[src/rtl/freq_div_ctrl_pkg.sv]
// Shared constants for the divider run controller: FSM state encodings and
// divisor limits.
package freq_div_ctrl_pkg;

  localparam logic [1:0] ST_IDLE      = 2'd0;
  localparam logic [1:0] ST_RUN       = 2'd1;
  localparam logic [1:0] ST_STOP_PEND = 2'd2;

  localparam int DEFAULT_DIV_C = 32;
  localparam int MIN_DIV       = 2;

endpackage

[src/rtl/freq_div_ctrl_if.sv]
// Configuration/control bus of the divider run controller. The master side
// drives requests; the slave side (the controller) drives status and wave.
interface freq_div_ctrl_if #(
  parameter int CNT_W   = 16,
  parameter int BURST_W = 8
);

  logic               cfg_valid;
  logic               cfg_ready;
  logic [CNT_W-1:0]   cfg_div;
  logic [BURST_W-1:0] cfg_burst;
  logic               start;
  logic               stop;
  logic               busy;
  logic               tick;
  logic               div_out;
  logic               done;

  modport master (
    output cfg_valid, cfg_div, cfg_burst, start, stop,
    input  cfg_ready, busy, tick, div_out, done
  );

  modport slave (
    input  cfg_valid, cfg_div, cfg_burst, start, stop,
    output cfg_ready, busy, tick, div_out, done
  );

endinterface

[src/rtl/freq_div_ctrl_div_period_counter.sv]
// Period counter: counts 0..active_div-1 while enabled and decodes the
// per-period tick and the square-wave level from the registered count.
module freq_div_ctrl_div_period_counter #(
  parameter int CNT_W = 16
) (
  input  logic             clk,
  input  logic             rst_n,
  input  logic             enable,
  input  logic             clear,
  input  logic [CNT_W-1:0] active_div,
  output logic             tick,
  output logic             div_out
);

  logic [CNT_W-1:0] count_reg;
  logic             at_wrap;

  assign at_wrap = (count_reg == active_div - CNT_W'(1));

  always_ff @(posedge clk or negedge rst_n) begin
    if (!rst_n) begin
      count_reg <= '0;
    end else if (clear) begin
      count_reg <= '0;
    end else if (enable) begin
      count_reg <= at_wrap ? '0 : count_reg + CNT_W'(1);
    end
  end

  assign tick    = enable && at_wrap;
  // Low half first; an odd divisor gives the extra cycle to the high phase.
  assign div_out = enable && (count_reg >= (active_div >> 1));

endmodule

[src/rtl/freq_div_ctrl.sv]
// Run controller for the programmable frequency divider: start/stop/burst
// sequencing and boundary-aligned divisor updates through a shadow register.
module freq_div_ctrl
  import freq_div_ctrl_pkg::*;
#(
  parameter int CNT_W       = 16,
  parameter int DEFAULT_DIV = DEFAULT_DIV_C,
  parameter int BURST_W     = 8
) (
  input logic           clk,
  input logic           rst_n,
  freq_div_ctrl_if.slave bus
);

  logic [1:0]         state_reg;
  logic [CNT_W-1:0]   active_div_reg;
  logic [CNT_W-1:0]   shadow_reg;
  logic               shadow_full_reg;
  logic [BURST_W-1:0] burst_len_reg;
  logic [BURST_W-1:0] period_cnt_reg;
  logic               done_reg;

  logic               busy;
  logic               tick;
  logic               div_out;
  logic               cfg_fire;
  logic               run_go;
  logic               last_period;
  logic               end_run;
  logic [CNT_W-1:0]   div_in;

  assign busy        = (state_reg != ST_IDLE);
  assign cfg_fire    = bus.cfg_valid && !shadow_full_reg;
  assign div_in      = (bus.cfg_div < CNT_W'(MIN_DIV)) ? CNT_W'(MIN_DIV) : bus.cfg_div;
  assign run_go      = (state_reg == ST_IDLE) && bus.start && !bus.stop;
  assign last_period = (burst_len_reg != '0) &&
                       (period_cnt_reg == burst_len_reg - BURST_W'(1));
  assign end_run     = tick && ((state_reg == ST_STOP_PEND) || last_period);

  always_ff @(posedge clk or negedge rst_n) begin
    if (!rst_n) begin
      state_reg       <= ST_IDLE;
      active_div_reg  <= CNT_W'(DEFAULT_DIV);
      shadow_reg      <= '0;
      shadow_full_reg <= 1'b0;
      burst_len_reg   <= '0;
      period_cnt_reg  <= '0;
      done_reg        <= 1'b0;
    end else begin
      done_reg <= end_run;
      case (state_reg)
        ST_IDLE: begin
          if (cfg_fire) active_div_reg <= div_in;
          if (run_go) begin
            state_reg      <= ST_RUN;
            burst_len_reg  <= bus.cfg_burst;
            period_cnt_reg <= '0;
          end
        end
        ST_RUN, ST_STOP_PEND: begin
          if (end_run) begin
            // Anything still waiting for a boundary takes effect as we go idle.
            state_reg       <= ST_IDLE;
            period_cnt_reg  <= '0;
            shadow_full_reg <= 1'b0;
            if (cfg_fire) active_div_reg <= div_in;
            else if (shadow_full_reg) active_div_reg <= shadow_reg;
          end else begin
            if (cfg_fire) begin
              shadow_reg      <= div_in;
              shadow_full_reg <= 1'b1;
            end else if (tick && shadow_full_reg) begin
              active_div_reg  <= shadow_reg;
              shadow_full_reg <= 1'b0;
            end
            if (tick && (burst_len_reg != '0)) period_cnt_reg <= period_cnt_reg + BURST_W'(1);
            if ((state_reg == ST_RUN) && bus.stop) state_reg <= ST_STOP_PEND;
          end
        end
        default: state_reg <= ST_IDLE;
      endcase
    end
  end

  freq_div_ctrl_div_period_counter #(
    .CNT_W (CNT_W)
  ) u_counter (
    .clk        (clk),
    .rst_n      (rst_n),
    .enable     (busy),
    .clear      (run_go),
    .active_div (active_div_reg),
    .tick       (tick),
    .div_out    (div_out)
  );

  assign bus.cfg_ready = !shadow_full_reg;
  assign bus.busy      = busy;
  assign bus.tick      = tick;
  assign bus.div_out   = div_out;
  assign bus.done      = done_reg;

endmodule

[src/flat_wrapper.sv]
// flat-port wrapper written by rule: the top's interface ports become plain ports
module freq_div_ctrl_flat import freq_div_ctrl_pkg::*;
#(
  parameter int CNT_W       = 16,
  parameter int DEFAULT_DIV = DEFAULT_DIV_C,
  parameter int BURST_W     = 8
)
  (clk, rst_n, bus_cfg_valid, bus_cfg_div, bus_cfg_burst, bus_start, bus_stop, bus_cfg_ready, bus_busy, bus_tick, bus_div_out, bus_done);
  freq_div_ctrl_if #(.CNT_W(CNT_W), .BURST_W(BURST_W)) bus_i ();
  input logic clk;
  input logic rst_n;
  input wire logic [$bits(bus_i.cfg_valid)-1:0] bus_cfg_valid;
  input wire logic [$bits(bus_i.cfg_div)-1:0] bus_cfg_div;
  input wire logic [$bits(bus_i.cfg_burst)-1:0] bus_cfg_burst;
  input wire logic [$bits(bus_i.start)-1:0] bus_start;
  input wire logic [$bits(bus_i.stop)-1:0] bus_stop;
  output wire logic [$bits(bus_i.cfg_ready)-1:0] bus_cfg_ready;
  output wire logic [$bits(bus_i.busy)-1:0] bus_busy;
  output wire logic [$bits(bus_i.tick)-1:0] bus_tick;
  output wire logic [$bits(bus_i.div_out)-1:0] bus_div_out;
  output wire logic [$bits(bus_i.done)-1:0] bus_done;
  assign bus_i.cfg_valid = bus_cfg_valid;
  assign bus_i.cfg_div = bus_cfg_div;
  assign bus_i.cfg_burst = bus_cfg_burst;
  assign bus_i.start = bus_start;
  assign bus_i.stop = bus_stop;
  assign bus_cfg_ready = bus_i.cfg_ready;
  assign bus_busy = bus_i.busy;
  assign bus_tick = bus_i.tick;
  assign bus_div_out = bus_i.div_out;
  assign bus_done = bus_i.done;
  freq_div_ctrl #(.CNT_W(CNT_W), .DEFAULT_DIV(DEFAULT_DIV), .BURST_W(BURST_W)) u_core (.clk(clk), .rst_n(rst_n), .bus(bus_i));
endmodule
[config.mk]
export PLATFORM = sky130hd
export DESIGN_NAME = freq_div_ctrl_flat
export DESIGN_NICKNAME = d
export VERILOG_FILES = /design/src/rtl/freq_div_ctrl_pkg.sv /design/src/rtl/freq_div_ctrl_if.sv /design/src/rtl/freq_div_ctrl_div_period_counter.sv /design/src/rtl/freq_div_ctrl.sv /design/src/flat_wrapper.sv
export SDC_FILE = /design/constraint.sdc
export NUM_CORES = 1
export LEC_CHECK = 0
export BUFFER_PORTS_ARGS = -buffer_cell sky130_fd_sc_hd__buf_4
export CAP_MARGIN = 5
export CORE_UTILIZATION = 50
export CTS_CLUSTER_DIAMETER = 100
export DETAILED_ROUTE_END_ITERATION = 10
export GPL_TIMING_DRIVEN = 0
export PLACE_DENSITY = 0.75
export REMOVE_ABC_BUFFERS = 1
export SYNTH_ARGS = -nofsm -noshare
export SYNTH_HDL_FRONTEND = slang
export SYNTH_SLANG_ARGS = --single-unit
[constraint.sdc]
create_clock -name clk -period 6.2 [get_ports clk]
set_clock_uncertainty 0.1 [all_clocks]
set_input_delay 0.93 -clock clk [delete_from_list [all_inputs] [get_ports clk]]
set_output_delay 0.93 -clock clk [all_outputs]
set_load 0.1 [all_outputs]
Word-level counts from Yosys, hierarchy flattened. Index checks and enable logic that the tools add are counted.

Flip-flop bits (word level): 68. Bits in latches: 0. Memory bits (writable): 0. Bits in read-only memories: 0. Input port bits: 29. Output and inout port bits: 5. Memories kept: 0.

Add/sub/neg operators: 4. Multipliers: 0. Divide/modulo/power cells: 0. Order comparisons: 2. Equal/unequal tests: 11. Shift-type cells: 0. Mux-type cells: 22. Bitwise logic cells: 1. Reductions and logical operators: 26.

Operators by type and width (number): two-way mux 16 bit (10); one-hot mux 16 bit (2 select lines) (1); two-way mux 8 bit (3); adder 16 x 1 -> 16 bit, second input constant (1); == test 16 bit (1); >= comparator 16 x 15 -> 1 bit (1); < comparator 16 x 2 -> 1 bit, second input constant (1); one-hot mux 8 bit (2 select lines) (1); subtractor 16 x 1 -> 16 bit, second input constant (1); logical AND 1 bit (10); inequality test 3 x 1 -> 1 bit, second input constant (3); adder 8 x 1 -> 8 bit, second input constant (1); == test 8 bit (1); nonzero test 8 bit (1); subtractor 8 x 1 -> 8 bit, second input constant (1); two-way mux 2 bit (3); AND reduction 2 bit (3); AND reduction 3 bit (2); nonzero test 2 bit (3); AND reduction 5 bit (1); inequality test 2 x 1 -> 1 bit, second input constant (2); inequality test 4 x 2 -> 1 bit, second input constant (1); one-hot mux 2 bit (2 select lines) (1); two-way mux 1 bit (3); other kinds (9) (10).

Depth between registers and ports, before layout. Gate-level depths: netlist of run 1.

Depth after elaboration: 8. Gate-level depth with buffers: 12. Mapped depth without buffers: 10.

Hierarchy. A second synthesis of run 1 with hierarchy kept.

Cells, all modules: 505. Area, all modules: 4946.0 um2.

Modules (own cells, without submodules): freq_div_ctrl (instances 1, cells each 251, area each 2860.2 um2); freq_div_ctrl_div_period_counter (instances 1, cells each 254, area each 2085.8 um2).

Least setup slack after synthesis of run 1. OpenSTA, ideal clock, no wires.

Kind: register to output. Start point: register u_core.active_div_reg[0]. End point: output port bus_tick. Data arrival time: 3115 ps. Required time: 5170 ps. Setup slack: 2055 ps. Stages on the path, launching flop included: 10. Buffers on the path: 0. Cells stage by stage: dfrtp_1 inv_1 ha_1 nor3b_1 a22o_1 o31ai_1 or4_1 nor3_1 and4_1 and2_1.

Longest elaborated chain between the ends: 3.

Ends and longest elaborated chain: start: declaration (line freq_div_ctrl.sv:16) `logic [CNT_W-1:0] active_div_reg;`; start signal: assignment (line freq_div_ctrl.sv:43) `active_div_reg <= CNT_W'(DEFAULT_DIV);`; start signal: assignment (line freq_div_ctrl.sv:53) `if (cfg_fire) active_div_reg <= div_in;`; start signal: assignment (line freq_div_ctrl.sv:66) `if (cfg_fire) active_div_reg <= div_in;`; subtractor 16 x 1 -> 16 bit (line freq_div_ctrl_div_period_counter.sv:18) `assign at_wrap = (count_reg == active_div - CNT_W'(1));`; == test 16 bit (line freq_div_ctrl_div_period_counter.sv:18); logical AND 1 bit (line freq_div_ctrl_div_period_counter.sv:30) `assign tick = enable && at_wrap;`; end: declaration (line flat_wrapper.sv:19) `output wire logic [$bits(bus_i.tick)-1:0] bus_tick;`.

No other way between the ends.

Worst setup path in the final report of run 1.
Start point: register u_core.active_div_reg[0]. End point: register u_core.period_cnt_reg[5].

Longest elaborated chain between the ends: 6. Elaborated cells between the ends (all ways): 9. Classes of those cells: add/sub (1); eq/ne (2); mux (2); reduce/logical (4).

Ends and longest elaborated chain: subtractor 16 x 1 -> 16 bit (*) (line freq_div_ctrl_div_period_counter.sv:18); == test 16 bit (*) (line freq_div_ctrl_div_period_counter.sv:18); logical AND 1 bit (*) (line freq_div_ctrl_div_period_counter.sv:30); logical AND 1 bit (on tied branches) (line freq_div_ctrl.sv:76, freq_div_ctrl.sv:38); inequality test 3 x 1 -> 1 bit (no line) / two-way mux 8 bit (equally long branches); AND reduction 3 bit (no line) / one-hot mux 8 bit (2 select lines) (equally long branches); end signal: assignment (line freq_div_ctrl.sv:76) `if (tick && (burst_len_reg != '0)) period_cnt_reg <= period_cnt_reg + BURST_W'(1);`; end: declaration (line freq_div_ctrl.sv:20) `logic [BURST_W-1:0] period_cnt_reg;`.

Every way passes the cells marked *; elsewhere a longest branch is shown, timed or not. A chain may end at the register's enable or synchronous reset.

==> results.cfg, run 1 <==
[status]
status = complete, no violations

[sta]
min_period_over_period = 0.762
worstMarginPinSlew_ps = 1320
period_needed_ps = 4730
timing.fmax_mhz = 212
rsz0062_at_grt = no
setup_slack_ps = 1470
finalSetupViolCount = 0
hold_viol_final = 0
drv_slew = 0
max_slew_margin = 0.122
tns_ps = 0

[placement]
dpl.hpwl_mm = 7.99
portBuffers = 33
place.gp.congestion = 0.862
dp_slack_ps = 1510

[floorplan]
io_pins = 34
core_mm2 = 0.00968
die_y_um = 102
dieArea_mm2 = 0.0103
rows = 36
die_w_um = 102
start_util = 0.513

[synthesis]
synth_area_mm2 = 0.00497
seq_area_frac_synth = 0.343
ys_ff_latch = 68
synth-edff-count = 0
synth_area_per_cell_um2 = 9.25
syn_inst = 537
async_flop_share = 1.00
yosys_warnings = 0
ys_types = 59
synth-main-ff-cell = dfrtp_1

[setup_path]
critPathBufInv = 1
slowest_delay_ps = 1130
cp-start-kind = flip-flop
setup.worst_path.end_class = flip-flop
cp_cell_sequence = inv_1 > ha_1 > nor3b_1 > a22o_1 > o31ai_1 > a211oi_4 > and4_1 > nand2_1 > a211oi_1 > nor2_1
crit_family = simple AND/OR/NAND/NOR gates
crit_required_ps = 6290
slowest_stage = and4_1
crit_type = flip-flop to flip-flop
critical_path_arrival_ps = 4820
cp_max_fo = 39

[clock_network]
cts_resized = 0
cts_tree = done
clkLatencyLatePin_ps = 360
tritoncts.num_buffers = 9
cts-root-buf = clkbuf_8
post_cts_buffers = 0
clkSinkCount = 68
clock_path_buffers = 2
cts_hold_buf = 0
clk_pin_slew_ps = 80
cts_max_level = 3

[drt]
routed_wirelength_mm = 11.3
viasPerCell = 6.13
firstDrtPassIters = 5
wl_per_cell_um = 16.4
vias = 4233
drc = 0
ant_nets = 0
drt_iter0_drc = 207

[finish]
drive_gt1_frac = 0.172
final_cell_mix = 67 x dfrtp_1, 51 x nand2_1, 39 x o21ai_0
finish.net_count = 606
final_common_cell = dfrtp_1
area_growth_pct = 9.27
fill_cells = 873
n_antenna_cell = 0

[pwr]
clock_power_share = 0.136
p_int_mw = 1.29
swShare = 0.466
peakVddDrop_uv = 219
share_seq_of_total_power = 0.317
pwr-share-comb = 0.547
total_leakage_power_nw = 2.41
switchingPower_mw = 1.12
power_per_cell_area_mw_per_mm2 = 444

[flow_run]
maxCapViolCount = 0

[global_route]
antenna_found_initial = 0
grt_use_total = 0.237
overflow = 0
grt_pass1_wl_mm = 19.3
grt_pass1_vias = 4002
grt_max_degree = 69

[hold_path]
hp-class = flip-flop to flip-flop
==> per-stage QoR <==
step	power, mW	std cells	cell area [um^2]	util	hold slack (ps)
3_5_place_dp	2.08	675	5260	0.544	372
4_1_cts	2.41	691	5430	0.560	419
2_1_floorplan	1.75	508	4820	-	350
3_3_place_gp	2.01	674	5230	0.540	367
5_1_grt	2.61	691	5430	0.560	453
6_report	2.41	691	5430	0.560	418
==> worst min-delay path: stages (launching register included) <==
cell	delay, ps
dfrtp_1	360
nand2_1	50
o21ai_0	60
==> Yosys cell counts, types with 4 or more instances <==
cell type | instances | area [um^2]
clkbuf_1 | 19 | 71.3
o21ai_0 | 39 | 195
mux2_2 | 28 | 315
nor2_1 | 19 | 71.3
a21oi_1 | 6 | 30.0
dfrtp_1 | 67 | 1680
ha_1 | 24 | 300
and4_1 | 6 | 52.6
nand4_1 | 26 | 163
xnor2_1 | 16 | 140
nor2b_1 | 5 | 31.3
a21o_1 | 5 | 37.5
mux2_4 | 10 | 150
o211ai_1 | 15 | 113
nand2b_1 | 12 | 75.1
inv_1 | 26 | 97.6
nand3_1 | 14 | 70.1
buf_2 | 6 | 30.0
or4_1 | 4 | 30.0
nor3b_1 | 5 | 37.5
a31oi_1 | 16 | 100
nand2_1 | 51 | 191
xor2_1 | 23 | 201
o2bb2ai_1 | 14 | 123
a211oi_1 | 4 | 30.0
and3_1 | 13 | 81.3
nor3_1 | 13 | 65.1
nor4_1 | 9 | 56.3
==> kinds of logic (layout without fill, tap and decap cells) <==
family,count (synthesis),after routing,share of synthesized area
AND/OR/NAND/NOR,190,190,0.210
AO/OA/AOI/OAI,123,123,0.175
flip-flops,68,68,0.343
buffers and inverters,55,76,0.0494
XOR/XNOR,39,39,0.0688
multiplexers,38,38,0.0937
adder cells (fa/ha/maj),24,24,0.0605
==> path summary, 6_finish.rpt <==
check                                                           from                                        end  slack (ps)  cells past startpoint
worst max-delay path            u_core.active_div_reg[0]$_DFFE_PN0P_       u_core.period_cnt_reg[5]$_DFFE_PN0P_        1470                     10
worst min-delay path                u_core.shadow_reg[0]$_DFFE_PN0P_           u_core.shadow_reg[0]$_DFFE_PN0P_         420                      2
worst max register to register  u_core.active_div_reg[0]$_DFFE_PN0P_       u_core.period_cnt_reg[5]$_DFFE_PN0P_        1470                     10
worst min register to register      u_core.shadow_reg[0]$_DFFE_PN0P_           u_core.shadow_reg[0]$_DFFE_PN0P_         420                      2
max in group asynchronous                                      rst_n      u_core.active_div_reg[15]$_DFFE_PN0P_        4830                      1
min in group asynchronous                                      rst_n  u_core.u_counter.count_reg[6]$_DFFE_PN0P_         590                      1
==> area by class of cell <==
cell class	count	area, um^2	area share
Multi-Input combinational cell	414	3020	0.557
Tap cell	133	166	0.0307
Clock buffer	13	149	0.0274
Sequential cell	68	1700	0.314
Inverter	26	97.6	0.0180
Timing Repair Buffer	34	275	0.0507
Clock inverter	3	15.0	0.00277
==> power by group through the flow <==
stage               Sequential [mW]  Combinational, mW  Clock (mW)
global placement              0.758               1.25           0
floorplan                     0.708               1.04           0
global route                  0.788               1.47       0.349
finish                        0.764               1.32       0.327
CTS                           0.761               1.32       0.335
detailed placement            0.768               1.31           0
==> metal layers <==
metal / vias to the layer above / track usage / part of all wire
met5: - / 0 / 0
met4: 0 / 0.106 / 0.022
met3: 21 / 0.0373 / 0.050
met2: 121 / 0.373 / 0.46
met1: 2058 / 0.321 / 0.47
li1: 2033 / - / -
Power figures use the tool's default switching activity.
==> inputs of run 2 (changes only) <==
PLACE_DENSITY = 0.78   (was 0.75)
clock period = 4.22 ns   (was 6.2 ns; I/O delays follow)
==> run 2 against run 1 <==
Count of clock-buffer cells in the layout fell by 3. Critical path depth did not move. Flip-flop and latch count did not move. Register-to-register slack got worse by 1100 ps. Sequential power rose by 48%. Combinational power rose by 50%. Sequential share of layout area fell by 0.63 points. Power rose by 59%. Via count rose by 1.5%. Global-route usage rose by 0.53 points. Core utilization rose by 1.1 points.
==> results.cfg, run 2 (synthesis gave the netlist of run 1 again) <==
[setup_path]
setup.worst_path.end_class = output pin
crit_required_ps = 3490
cp_max_fo = 7
cp-start-kind = flip-flop
critical_path_arrival_ps = 3300
crit_type = flip-flop to output pin
rrSetupSlack_ps = 330

[drt]
drt_iter0_drc = 256
ant_nets = 0
wl_per_cell_um = 16.9
drc = 0
vias = 4296
viasPerCell = 6.22
routed_wirelength_mm = 11.7
firstDrtPassIters = 5

[floorplan]
start_util = 0.513
dieArea_mm2 = 0.0103
die_w_um = 102
die_y_um = 102
rows = 36
core_mm2 = 0.00968
io_pins = 34

[sta]
tns_ps = 0
period_needed_ps = 4040
drv_slew = 0
worstMarginPinSlew_ps = 1090
timing.fmax_mhz = 248
max_slew_margin = 0.276
setup_slack_ps = 184
min_period_over_period = 0.956
finalSetupViolCount = 0
hold_viol_final = 0
rsz0062_at_grt = no

[clock_network]
clkSinkCount = 68
clk_pin_slew_ps = 80
post_cts_buffers = 0
clock_path_buffers = 2
cts-root-buf = clkbuf_8
cts_hold_buf = 0
clkLatencyLatePin_ps = 350
tritoncts.num_buffers = 9
cts_tree = done
cts_max_level = 3

[finish]
fill_cells = 855
drive_gt1_frac = 0.181
area_growth_pct = 11.5
instances_no_fill = 691
multiInputGateArea_mm2 = 0.00303
finish.net_count = 606
final_cell_mix = 67 x dfrtp_1, 51 x nand2_1, 39 x o21ai_0
n_antenna_cell = 0
final_common_cell = dfrtp_1
layout.area.seq_mm2 = 0.00170

[placement]
placedCellCount = 675
dp_slack_ps = -466
portBuffers = 33
dpl.hpwl_mm = 8.18
place.gp.congestion = 0.848

[pwr]
power_per_cell_area_mw_per_mm2 = 692
peakVddDrop_uv = 288
total_leakage_power_nw = 2.45
finalPower_mw = 3.83

[global_route]
grt_use_total = 0.242
grt_pass1_wl_mm = 19.6
overflow = 0
antenna_found_initial = 0
grt_pass1_vias = 4168
grt_max_degree = 69

[flow_run]
maxCapViolCount = 0

[hold_path]
hp-class = primary input to async pin

[status]
status = complete, no violations
-- run 2: cell count changes in the layout (fill, tap and decap cells not counted), sizes merged --
cell	delta
bufinv	+4
clkbuf	-3
clkinvlp	+1
inv	+1
clkinv	-3
-- run 2: layout make-up --
type,count,share of cell area
clock buffer,10,0.0230
clock inverter,6,0.0246
inverter,26,0.0176
multi-input combinational,414,0.548
sequential,68,0.307
tap,133,0.0300
timing repair buffer,34,0.0497
-- run 2: per-layer routing --
metal  vias up  part of all wire  wire (um)  global-route usage
li1       2028                 -          -                   -
met1      2111              0.44       5130               0.314
met2       135              0.49       5710               0.395
met3        22             0.049        568              0.0331
met4         0             0.021        250               0.124
met5         -                 0          0                   0
-- run 2: path summary, 6_finish.rpt --
check / start / depth (start not counted) / to
min reg2reg: u_core.shadow_reg[0]$_DFFE_PN0P_ / 2 / u_core.shadow_reg[0]$_DFFE_PN0P_
max in group asynchronous: rst_n / 1 / u_core.shadow_reg[14]$_DFFE_PN0P_
max reg2reg: u_core.state_reg[0]$_DFFE_PN0P_ / 6 / u_core.active_div_reg[4]$_DFFE_PN0P_
max: u_core.active_div_reg[0]$_DFFE_PN0P_ / 10 / bus_tick
min: rst_n / 1 / u_core.burst_len_reg[1]$_DFFE_PN0P_
min in group clk: u_core.shadow_reg[0]$_DFFE_PN0P_ / 2 / u_core.shadow_reg[0]$_DFFE_PN0P_
-- run 2: through the flow --
| stage | cell area, um^2 | hold WS [ps] | utilization |
|---|---|---|---|
| after detailed placement | 5260 | 372 | 0.544 |
| after global routing | 5540 | 371 | 0.572 |
| after CTS | 5540 | 325 | 0.572 |
| final | 5540 | 294 | 0.572 |
| after global placement | 5230 | 366 | 0.540 |
| after floorplan | 4820 | 237 | - |
-- run 2: critical path, stage by stage, from the launching register on --
cell,delay (ps)
dfrtp_1,480
inv_1,90
ha_1,260
nor3b_2,410
a22o_1,210
o31ai_1,110
or4_1,540
nor3_1,170
and4_1,250
and2_1,140
buf_4,280
-- run 2: power by group --
part | total [mW] | internal, mW | leakage (nW) | switching (mW)
Combinational | 1.98 | 0.845 | 1.43 | 1.13
Clock | 0.725 | 0.455 | 0.127 | 0.271
Sequential | 1.13 | 0.828 | 0.897 | 0.301
-- run 2: repair_timing --
item	4_1_cts	5_1_grt
endpoints found under the hold margin	0	0
setup endpoints to repair	11	0
gates resized for setup	3	0
